## config.mk

```make
export PLATFORM = sky130hd
export DESIGN_NAME = framebuffer_reader_flat
export DESIGN_NICKNAME = d
export VERILOG_FILES = /design/src/rtl/framebuffer_reader_pkg.sv /design/src/rtl/framebuffer_reader_if.sv /design/src/rtl/framebuffer_reader_out_fifo.sv /design/src/rtl/framebuffer_reader.sv /design/src/flat_wrapper.sv
export SDC_FILE = /design/constraint.sdc
export NUM_CORES = 1
export LEC_CHECK = 0
export CELL_PAD_IN_SITES_DETAIL_PLACEMENT = 0
export CELL_PAD_IN_SITES_GLOBAL_PLACEMENT = 2
export CORE_AREA = 5 5 70 104
export CTS_CLUSTER_SIZE = 30
export DETAILED_ROUTE_END_ITERATION = 8
export DIE_AREA = 0 0 75 109
export GPL_TIMING_DRIVEN = 0
export PLACE_DENSITY = 0.78
export SETUP_SLACK_MARGIN = 0.4
export SLEW_MARGIN = 20
export SYNTH_ARGS = -nofsm -noshare
export SYNTH_HDL_FRONTEND = slang
export SYNTH_HIERARCHICAL = 1
export SYNTH_SLANG_ARGS = --single-unit
export TNS_END_PERCENT = 50
```

## constraint.sdc

```tcl
create_clock -name clk -period 5.1 [get_ports clk]
set_clock_uncertainty 0.15 [all_clocks]
set_input_delay 1.275 -clock clk [delete_from_list [all_inputs] [get_ports clk]]
set_output_delay 1.275 -clock clk [all_outputs]
set_load 0.01 [all_outputs]
```

## src/rtl/framebuffer_reader_pkg.sv

```systemverilog
// -----------------------------------------------------------------------------
// framebuffer_reader_pkg
// Shared constants and types for the framebuffer reader and the text writer
// that fills the same framebuffer RAM.
//   FB_BYTES      : bytes per frame (PAGES x COLS_PER_PAGE)
//   ADDR_W        : framebuffer RAM address width
//   COLS_PER_PAGE : columns per display page; one byte = 8 vertical pixels
//   PAGES         : display pages per frame
//   fb_state_e    : reader FSM state encoding
//   fb_byte_t     : byte plus page-start flag as stored in the output FIFO
// -----------------------------------------------------------------------------
package framebuffer_reader_pkg;

  localparam int FB_BYTES      = 1024;
  localparam int ADDR_W        = 14;
  localparam int COLS_PER_PAGE = 128;
  localparam int PAGES         = 8;
  localparam int COL_W         = $clog2(COLS_PER_PAGE);

  typedef enum logic [1:0] {
    IDLE  = 2'd0,
    FETCH = 2'd1,
    DRAIN = 2'd2,
    DONE  = 2'd3
  } fb_state_e;

  typedef struct packed {
    logic       page_start;
    logic [7:0] data;
  } fb_byte_t;

endpackage

```

## src/rtl/framebuffer_reader_if.sv

```systemverilog
// -----------------------------------------------------------------------------
// framebuffer_reader_if
// Bundles the framebuffer RAM read port and the byte stream toward the display
// serializer. Signal directions are named from the reader's point of view.
//   o_ram_address / o_ram_rd_en : read request, data returns one cycle later
//   i_ram_data                  : RAM read data
//   o_byte_data / o_byte_valid  : byte stream out, i_byte_ready accepts
//   o_page_start                : flags the first byte of each page
// Modports: master = reader, slave = RAM + serializer side.
// -----------------------------------------------------------------------------
interface framebuffer_reader_if #(
  parameter int ADDR_W = framebuffer_reader_pkg::ADDR_W
);

  logic [ADDR_W-1:0] o_ram_address;
  logic              o_ram_rd_en;
  logic [7:0]        i_ram_data;
  logic [7:0]        o_byte_data;
  logic              o_byte_valid;
  logic              i_byte_ready;
  logic              o_page_start;

  modport master (
    output o_ram_address,
    output o_ram_rd_en,
    input  i_ram_data,
    output o_byte_data,
    output o_byte_valid,
    input  i_byte_ready,
    output o_page_start
  );

  modport slave (
    input  o_ram_address,
    input  o_ram_rd_en,
    output i_ram_data,
    input  o_byte_data,
    input  o_byte_valid,
    output i_byte_ready,
    input  o_page_start
  );

endinterface

```

## src/rtl/framebuffer_reader_out_fifo.sv

```systemverilog
// -----------------------------------------------------------------------------
// fb_out_fifo
// Two-entry FIFO of byte + page-start flag with a valid/ready output side.
//   clk, i_rst_n : clock, asynchronous active-low reset (FIFO empties, data 0)
//   i_push       : write i_push_data this cycle
//   o_valid      : head entry present on o_data
//   i_ready      : consumer takes the head when o_valid is also high
//   o_count      : number of stored entries (0..2)
// Push and pop in the same cycle are both honoured, also when full.
// -----------------------------------------------------------------------------
module fb_out_fifo
  import framebuffer_reader_pkg::*;
(
  input  logic       clk,
  input  logic       i_rst_n,
  input  logic       i_push,
  input  fb_byte_t   i_push_data,
  output logic       o_valid,
  output fb_byte_t   o_data,
  input  logic       i_ready,
  output logic [1:0] o_count
);

  fb_byte_t   mem_q [2];
  logic       wr_ptr_q;
  logic       rd_ptr_q;
  logic [1:0] count_q;
  logic [1:0] count_d;
  logic       pop;
  logic       push_ok;

  assign pop     = (count_q != 2'd0) && i_ready;
  // A full FIFO can still take a push when the head leaves in the same cycle.
  assign push_ok = i_push && ((count_q != 2'd2) || pop);

  always_comb begin
    count_d = count_q;
    if (push_ok && !pop) begin
      count_d = count_q + 2'd1;
    end else if (pop && !push_ok) begin
      count_d = count_q - 2'd1;
    end
  end

  always_ff @(posedge clk or negedge i_rst_n) begin
    if (!i_rst_n) begin
      for (int i = 0; i < 2; i++) begin
        mem_q[i] <= '0;
      end
      wr_ptr_q <= 1'b0;
      rd_ptr_q <= 1'b0;
      count_q  <= 2'd0;
    end else begin
      if (push_ok) begin
        mem_q[wr_ptr_q] <= i_push_data;
        wr_ptr_q        <= ~wr_ptr_q;
      end
      if (pop) begin
        rd_ptr_q <= ~rd_ptr_q;
      end
      count_q <= count_d;
    end
  end

  assign o_valid = (count_q != 2'd0);
  assign o_data  = mem_q[rd_ptr_q];
  assign o_count = count_q;

endmodule

```

## src/rtl/framebuffer_reader.sv

```systemverilog
// -----------------------------------------------------------------------------
// framebuffer_reader
// Streams one full frame (FB_BYTES bytes, ascending address) from the
// framebuffer RAM to the display serializer on each accepted frame request.
//   clk            : single clock, rising edge
//   i_rst_n        : asynchronous active-low reset; abandons any frame
//   i_frame_start  : one-cycle request, honoured only in IDLE
//   o_busy         : high from frame acceptance until the done cycle
//   o_frame_done   : one-cycle pulse right after the last byte handshake
//   bus (master)   : RAM read port and byte stream, see framebuffer_reader_if
// Reads are issued only while the FIFO can absorb every outstanding byte, so
// returned data is never dropped and i_byte_ready back-pressure stalls reads.
// -----------------------------------------------------------------------------
module framebuffer_reader
  import framebuffer_reader_pkg::*;
#(
  parameter int FB_BYTES = framebuffer_reader_pkg::FB_BYTES,
  parameter int ADDR_W   = framebuffer_reader_pkg::ADDR_W
) (
  input  logic                    clk,
  input  logic                    i_rst_n,
  input  logic                    i_frame_start,
  output logic                    o_busy,
  output logic                    o_frame_done,
  framebuffer_reader_if.master    bus
);

  localparam logic [ADDR_W-1:0] LAST_ADDR = ADDR_W'(FB_BYTES - 1);

  fb_state_e         state_q, state_d;
  logic [ADDR_W-1:0] addr_q, addr_d;
  logic              inflight_q;
  logic              inflight_page_q;
  logic              rd_en;

  fb_byte_t          fifo_head;
  fb_byte_t          fifo_push_data;
  logic              fifo_valid;
  logic [1:0]        fifo_count;
  logic              handshake;
  logic [2:0]        slots_used;

  assign handshake = fifo_valid && bus.i_byte_ready;

  // Slots committed after this edge: stored bytes plus the read in flight,
  // minus the byte leaving now. Counting the departing byte keeps one byte
  // per cycle with ready held high while never exceeding two entries.
  assign slots_used = {1'b0, fifo_count} + {2'b00, inflight_q} - {2'b00, handshake};

  always_comb begin
    state_d = state_q;
    addr_d  = addr_q;
    rd_en   = 1'b0;
    unique case (state_q)
      IDLE: begin
        if (i_frame_start) begin
          addr_d  = '0;
          state_d = FETCH;
        end
      end
      FETCH: begin
        if (slots_used < 3'd2) begin
          rd_en = 1'b1;
          if (addr_q == LAST_ADDR) begin
            state_d = DRAIN;
          end else begin
            addr_d = addr_q + 1'b1;
          end
        end
      end
      DRAIN: begin
        // Finish in the cycle right after the last handshake: nothing in
        // flight and the FIFO is empty now or empties at this edge.
        if (!inflight_q && ((fifo_count == 2'd0) ||
                            ((fifo_count == 2'd1) && handshake))) begin
          state_d = DONE;
        end
      end
      DONE: begin
        state_d = IDLE;
      end
      default: begin
        state_d = IDLE;
      end
    endcase
  end

  always_ff @(posedge clk or negedge i_rst_n) begin
    if (!i_rst_n) begin
      state_q         <= IDLE;
      addr_q          <= '0;
      inflight_q      <= 1'b0;
      inflight_page_q <= 1'b0;
    end else begin
      state_q    <= state_d;
      addr_q     <= addr_d;
      inflight_q <= rd_en;
      if (rd_en) begin
        inflight_page_q <= (addr_q[COL_W-1:0] == '0);
      end
    end
  end

  assign fifo_push_data = '{page_start: inflight_page_q, data: bus.i_ram_data};

  fb_out_fifo u_out_fifo (
    .clk         (clk),
    .i_rst_n     (i_rst_n),
    .i_push      (inflight_q),
    .i_push_data (fifo_push_data),
    .o_valid     (fifo_valid),
    .o_data      (fifo_head),
    .i_ready     (bus.i_byte_ready),
    .o_count     (fifo_count)
  );

  assign bus.o_ram_address = addr_q;
  assign bus.o_ram_rd_en   = rd_en;
  assign bus.o_byte_data   = fifo_head.data;
  assign bus.o_byte_valid  = fifo_valid;
  assign bus.o_page_start  = fifo_head.page_start && fifo_valid;

  assign o_busy       = (state_q == FETCH) || (state_q == DRAIN);
  assign o_frame_done = (state_q == DONE);

endmodule

```

## src/flat_wrapper.sv

```systemverilog
// flat-port wrapper written by rule: the top's interface ports become plain ports
module framebuffer_reader_flat import framebuffer_reader_pkg::*;
#(
  parameter int FB_BYTES = framebuffer_reader_pkg::FB_BYTES,
  parameter int ADDR_W   = framebuffer_reader_pkg::ADDR_W
)
  (clk, i_rst_n, i_frame_start, o_busy, o_frame_done, bus_o_ram_address, bus_o_ram_rd_en, bus_i_ram_data, bus_o_byte_data, bus_o_byte_valid, bus_i_byte_ready, bus_o_page_start);
  framebuffer_reader_if #(.ADDR_W(ADDR_W)) bus_i ();
  input  logic clk;
  input  logic i_rst_n;
  input  logic i_frame_start;
  output logic o_busy;
  output logic o_frame_done;
  output wire logic [$bits(bus_i.o_ram_address)-1:0] bus_o_ram_address;
  output wire logic [$bits(bus_i.o_ram_rd_en)-1:0] bus_o_ram_rd_en;
  input wire logic [$bits(bus_i.i_ram_data)-1:0] bus_i_ram_data;
  output wire logic [$bits(bus_i.o_byte_data)-1:0] bus_o_byte_data;
  output wire logic [$bits(bus_i.o_byte_valid)-1:0] bus_o_byte_valid;
  input wire logic [$bits(bus_i.i_byte_ready)-1:0] bus_i_byte_ready;
  output wire logic [$bits(bus_i.o_page_start)-1:0] bus_o_page_start;
  assign bus_o_ram_address = bus_i.o_ram_address;
  assign bus_o_ram_rd_en = bus_i.o_ram_rd_en;
  assign bus_i.i_ram_data = bus_i_ram_data;
  assign bus_o_byte_data = bus_i.o_byte_data;
  assign bus_o_byte_valid = bus_i.o_byte_valid;
  assign bus_i.i_byte_ready = bus_i_byte_ready;
  assign bus_o_page_start = bus_i.o_page_start;
  framebuffer_reader #(.FB_BYTES(FB_BYTES), .ADDR_W(ADDR_W)) u_core (.clk(clk), .i_rst_n(i_rst_n), .i_frame_start(i_frame_start), .o_busy(o_busy), .o_frame_done(o_frame_done), .bus(bus_i));
endmodule
```

Word-level counts from Yosys, hierarchy flattened:

Index checks and enable logic that the tools add are counted.
Widths: inputs -> output; s select.

* flip-flop bits (word level): 40
* input port bits: 12
* output and inout port bits: 27
* word-level logic and storage cells: 76

* add/sub/neg operators: 5
* magnitude comparators: 4
* equal/unequal tests: 11
* multiplexer cells: 19
* bitwise logic cells: 4
* reduce and logical (&&, ||, !) cells: 22

Operators by type and width (count)
* $mux 14: 3
* $mux 9: 4
* $pmux 14 s2: 1
* $bwmux 18: 1
* $add 14x1->14 const B: 1
* $eq 14x10->1 const B: 1
* $mux 2: 6
* $demux 9 s1: 1
* $logic_and 1x1->1: 8
* $pmux 2 s4: 1
* $reduce_and 4->1: 2
* $logic_not 7->1: 1
* $ne 2x1->1 const B: 3
* $ne 2x2->1 const B: 3
* $reduce_bool 2->1: 3
* $eq 2x1->1 const B: 2
* $eq 2x2->1 const B: 2
* $ge 2x2->1 const B: 2
* $logic_not 2->1: 2
* $not 1->2: 2
* $add 2x1->3: 1
* $logic_not 1->1: 3
* $logic_or 1x1->1: 3
* $lt 3x2->1 const B: 1
* 6 further kinds: 8

Depth between registers and ports, before layout:

* depth after elaboration: 8
* depth in mapped cells: 11
* mapped depth without buffers: 10

Cells and area by module:

Netlist, hierarchy kept.

Modules (own cells, without submodules)
* framebuffer_reader: instances 1, cells each 132, area an instance 1176.1 um2, seq. area each 450.4 um2
* fb_out_fifo: instances 1, cells each 65, area an instance 1018.5 um2, seq. area each 550.5 um2

Least setup slack after synthesis:

Ideal clock, no wire load.

* path kind: input -> output
* start point: in bus_i_byte_ready
* end point: out bus_o_ram_rd_en
* arrival: 2650 ps
* data required time: 3675 ps
* path slack: 1025 ps
* stages: 6
* path buffers: 0
* cell sequence: and2_1 -> ha_1 -> nor2b_1 -> fa_1 -> nand2b_1 -> nor2_1

* longest elaborated chain between the ends: 5

Ends and longest elaborated chain
* start: declaration: RTL line flat_wrapper.sv:19 `input wire logic [$bits(bus_i.i_byte_ready)-1:0] bus_i_byte_ready;`
* $logic_and 1x1->1: RTL line framebuffer_reader.sv:43 `assign handshake = fifo_valid && bus.i_byte_ready;`
* $sub 3x1->3: RTL line framebuffer_reader.sv:48 `assign slots_used = {1'b0, fifo_count} + {2'b00, inflight_q} - {2'b00, handshake};`
* $lt 3x2->1: RTL line framebuffer_reader.sv:62 `if (slots_used < 3'd2) begin`
* $mux 1: RTL line framebuffer_reader.sv:62
* $mux 1: RTL line framebuffer_reader.sv:54 `unique case (state_q)`
* end: declaration: RTL line flat_wrapper.sv:15 `output wire logic [$bits(bus_i.o_ram_rd_en)-1:0] bus_o_ram_rd_en;`

Every way passes these cells.

Worst setup path in the final report:

Ends and elaborated chain as after synthesis.

==> impl_metrics.env <==
export IMPL_status="complete, no violations"
export IMPL_diodes=0
export IMPL_overflow=0
export IMPL_n_fill_cell=622
export IMPL_r2r_end="u_core/bus.o_ram_address[10]"
export IMPL_top_layer="met4"
export IMPL_drv_slew=0
export IMPL_crit_path_start="bus_i_byte_ready"
export IMPL_p_sw_mw=0.576
export IMPL_grt_pass1_wl_mm=8.38
export IMPL_synth_top_area_share_pct=45.6
export IMPL_wl_met1_mm=2.17
export IMPL_initialDrtViolationCount=61
export IMPL_antenna_found_initial=0
export IMPL_wire_per_inst_um=15.6
export IMPL_p_total_mw=1.61
export IMPL_syn_inst=197
export IMPL_multi_input_area_mm2=0.00114
export IMPL_rsz0062_at_grt="no"
export IMPL_hold_path_class="reg2reg"
export IMPL_layout_common_cells="40 x dfrtp_1, 35 x clkdlybuf4s50_1, 18 x mux2_2"
export IMPL_period_share_pct=89.5
export IMPL_path_cells="dlygate4sd2_1 -> and2_4 -> ha_1 -> nor2b_1 -> fa_1 -> nand2b_4 -> nor2_4 -> clkdlybuf4s15_2"
export IMPL_wl_met2_mm=2.57
export IMPL_pwr_share_clk_pct=13.5
export IMPL_route_detailed_drc=0
export IMPL_cts_tree="done"
export IMPL_grt_pass1_vias=1673
export IMPL_nNetsFinal=266
export IMPL_drv_cap=0
export IMPL_min_path_cells=1
export IMPL_worstSetupPathType="in2out"
export IMPL_synth_xor_area_share_pct=2.39
export IMPL_grt_max_degree=25
export IMPL_min_delay_start="u_core/u_out_fifo/mem_q[0]"
export IMPL_synth_top_family_by_area="simple AND/OR/NAND/NOR gates"
export IMPL_synth_edf_count=0
export IMPL_die_h_um=109
export IMPL_firstDrtPassIters=4
export IMPL_finalWeightedCongestion=0.722
export IMPL_max_slew_margin_pct=64.2
export IMPL_path_delay_family="adder cells"
export IMPL_ant_nets=0
export IMPL_floorplan_die_area_mm2=0.00818
export IMPL_syn_area_per_cell_um2=11.1
export IMPL_synthAdderAreaFrac_pct=6.04
export IMPL_row_count=36
export IMPL_cp_slowest_cell="fa_1"
export IMPL_max_freq_mhz=219
export IMPL_path_clk_slew_ns=0.07
export IMPL_cp_required_ns=3.67
export IMPL_min_period_ns=4.57
export IMPL_tightest_slew_ns=0.537
export IMPL_yosys_top_cells_area="dfrtp_1 46%, mux2_2 9.2%, mux2_4 6.2%"
export IMPL_mostFrequentLayoutCell="dfrtp_1"
export IMPL_routed_via_density=5.04
export IMPL_ys_ff_latch=40
export IMPL_cts_root_buf="clkbuf_8"
export IMPL_r2r_cells=11
export IMPL_synth_compound_area_share_pct=9.92
export IMPL_async_flop_share_pct=100
export IMPL_cp_num_buf_inv=2
export IMPL_setup_worst_path_start_class="primary input"
export IMPL_clock_sinks=40
export IMPL_vias=1619
export IMPL_path_max_fanout=3
export IMPL_p_per_area_mw_per_mm2=573
export IMPL_p_sw_share_pct=35.8
export IMPL_placed_area_mm2=0.00269
export IMPL_p_leak_nw=1.17
export IMPL_synth_ff_type="dfrtp_1"
export IMPL_mappedNetlistNets=219
export IMPL_pwr_share_seq_pct=32.8
export IMPL_end_kind="output pin"
export IMPL_synth_distinct_cells=44
export IMPL_fin_hold_ws_ns=0.357
export IMPL_ios=39
export IMPL_drive_above_1_share_pct=24.1
export IMPL_crit_path_max_incr_delay_ns=0.46
export IMPL_rr_startpoint="u_core/u_out_fifo/o_count[1]"
export IMPL_yosysSeqAreaShare_pct=45.6
export IMPL_die_w_um=75
export IMPL_synth_simple_area_share_pct=16.6
export IMPL_routed_wl_mm=5.01
export IMPL_r2r_slack_ns=1.78
export IMPL_synthMuxAreaShare_pct=15.9
export IMPL_hold_viol_final=0
export IMPL_final_area_mm2=0.00281
export IMPL_cts_path_max_buffers=2
export IMPL_hold_end="u_core/u_out_fifo/mem_q[0]"
export IMPL_synth_warnings=6
export IMPL_comb_power_share_pct=53.7
export IMPL_met3_length_um=229
export IMPL_start_util_pct=34.6
export IMPL_core_area_mm2=0.00635
export IMPL_final_seq_area_mm2=0.00100
export IMPL_synth_area_mm2=0.00219
export IMPL_setup_violations=0
export IMPL_area_delta_synth_final_pct=28.1
export IMPL_max_vdd_ir_drop_mv=0.163
export IMPL_gr_usage_all_layers_pct=13.2
export IMPL_layout_cells_non_filler=321
export IMPL_port_buffers=38
export IMPL_hpwl_mm=3.61
export IMPL_insertion_delay_ns=0.28
export IMPL_placedCellCount=312
export IMPL_yosys_area_top_type="dfrtp_1"
export IMPL_cts_made_buffers=5
export IMPL_htreeDepth=2
export IMPL_p_int_mw=1.03
export IMPL_cp_arrival_ns=3.14
-- power by group through the flow --
| stage | Sequential, mW | Clock [mW] | Combinational, mW |
|---|---|---|---|
| 2_1_floorplan | 0.516 | 0 | 0.550 |
| 3_3_place_gp | 0.533 | 0 | 0.836 |
| 3_5_place_dp | 0.535 | 0 | 0.841 |
| 4_1_cts | 0.530 | 0.230 | 0.884 |
| 5_1_grt | 0.549 | 0.244 | 0.957 |
| 6_report | 0.528 | 0.216 | 0.864 |
-- area by class of cell --
class	count	share of cell area [%]
Tap cell	76	3.38
Multi-Input combinational cell	142	40.6
Inverter	9	1.20
Clock inverter	2	0.356
Buffer	6	1.56
Clock buffer	6	2.94
Timing Repair Buffer	40	14.3
Sequential cell	40	35.6
-- routing by layer --
layer  up-vias  GRT usage, %
met3         4          2.49
met2        37          22.9
met1       780          16.7
met5         -             0
met4         0          3.05
li1        798             -
-- synthesized netlist by cell type (2+ instances only) --
cell and number:
o21ai_1 6, buf_6 2, mux2_4 9, nand3_1 9, o21ai_0 11, dfrtp_1 40, a31oi_1 2, ha_1 9
nor3b_2 2, o41ai_1 2, nor4_2 2, nor2_1 12, xor2_1 3, and3_1 2, xnor2_1 3, nor3_1 4
buf_2 2, and2_1 4, mux2_2 18, nand2_1 12, inv_1 9, nor2b_1 2, o31ai_1 7, nand4_1 3
nand2b_1 3
-- kinds of logic after synthesis --
kind of cell,Yosys count
and+or+nand+nor,64
DFF,40
AOI/OAI and AO/OA,34
muxes,28
buffers and inverters,15
adders and majority gates,10
xor gates and xnor gates,6
-- flip-flops by register name, indices dropped and copies added, names as in the netlist --
| name | flops |
|---|---|
| u_core/u_out_fifo/mem_q | 18 |
| u_core/u_out_fifo/wr_ptr_q | 1 |
| u_core/inflight_q | 1 |
| u_core/inflight_page_q | 1 |
| u_core/u_out_fifo/o_count | 2 |
| u_core/bus.o_ram_address | 14 |
| u_core/state_q | 2 |
| u_core/u_out_fifo/rd_ptr_q | 1 |
-- repair_timing --
item	CTS	global route
buffers inserted	1	0
hold buffers	0	0
endpoints found under the setup margin	1	0
resized for setup	9	0
-- per-stage QoR --
stage	util (%)	setup TNS (ns)	setup WS [ns]
3_5_place_dp	42.3	-0.146	-0.146
6_report	44.2	0	0.535
2_1_floorplan	-	0	1.02
5_1_grt	44.2	0	0.423
4_1_cts	44.2	0	0.521
3_3_place_gp	42.0	-0.113	-0.113
-- worst max path at each step --
stage	end	slack, ns	depth (start not counted)
after floorplan	bus_o_ram_rd_en	1.02	6
after global placement	bus_o_ram_rd_en	-0.11	8
after detailed placement	bus_o_ram_rd_en	-0.15	8
after CTS	bus_o_ram_rd_en	0.52	8
after global routing	bus_o_ram_rd_en	0.42	8
final	bus_o_ram_rd_en	0.53	8
No activity file was read; power rests on OpenSTA's default activity.
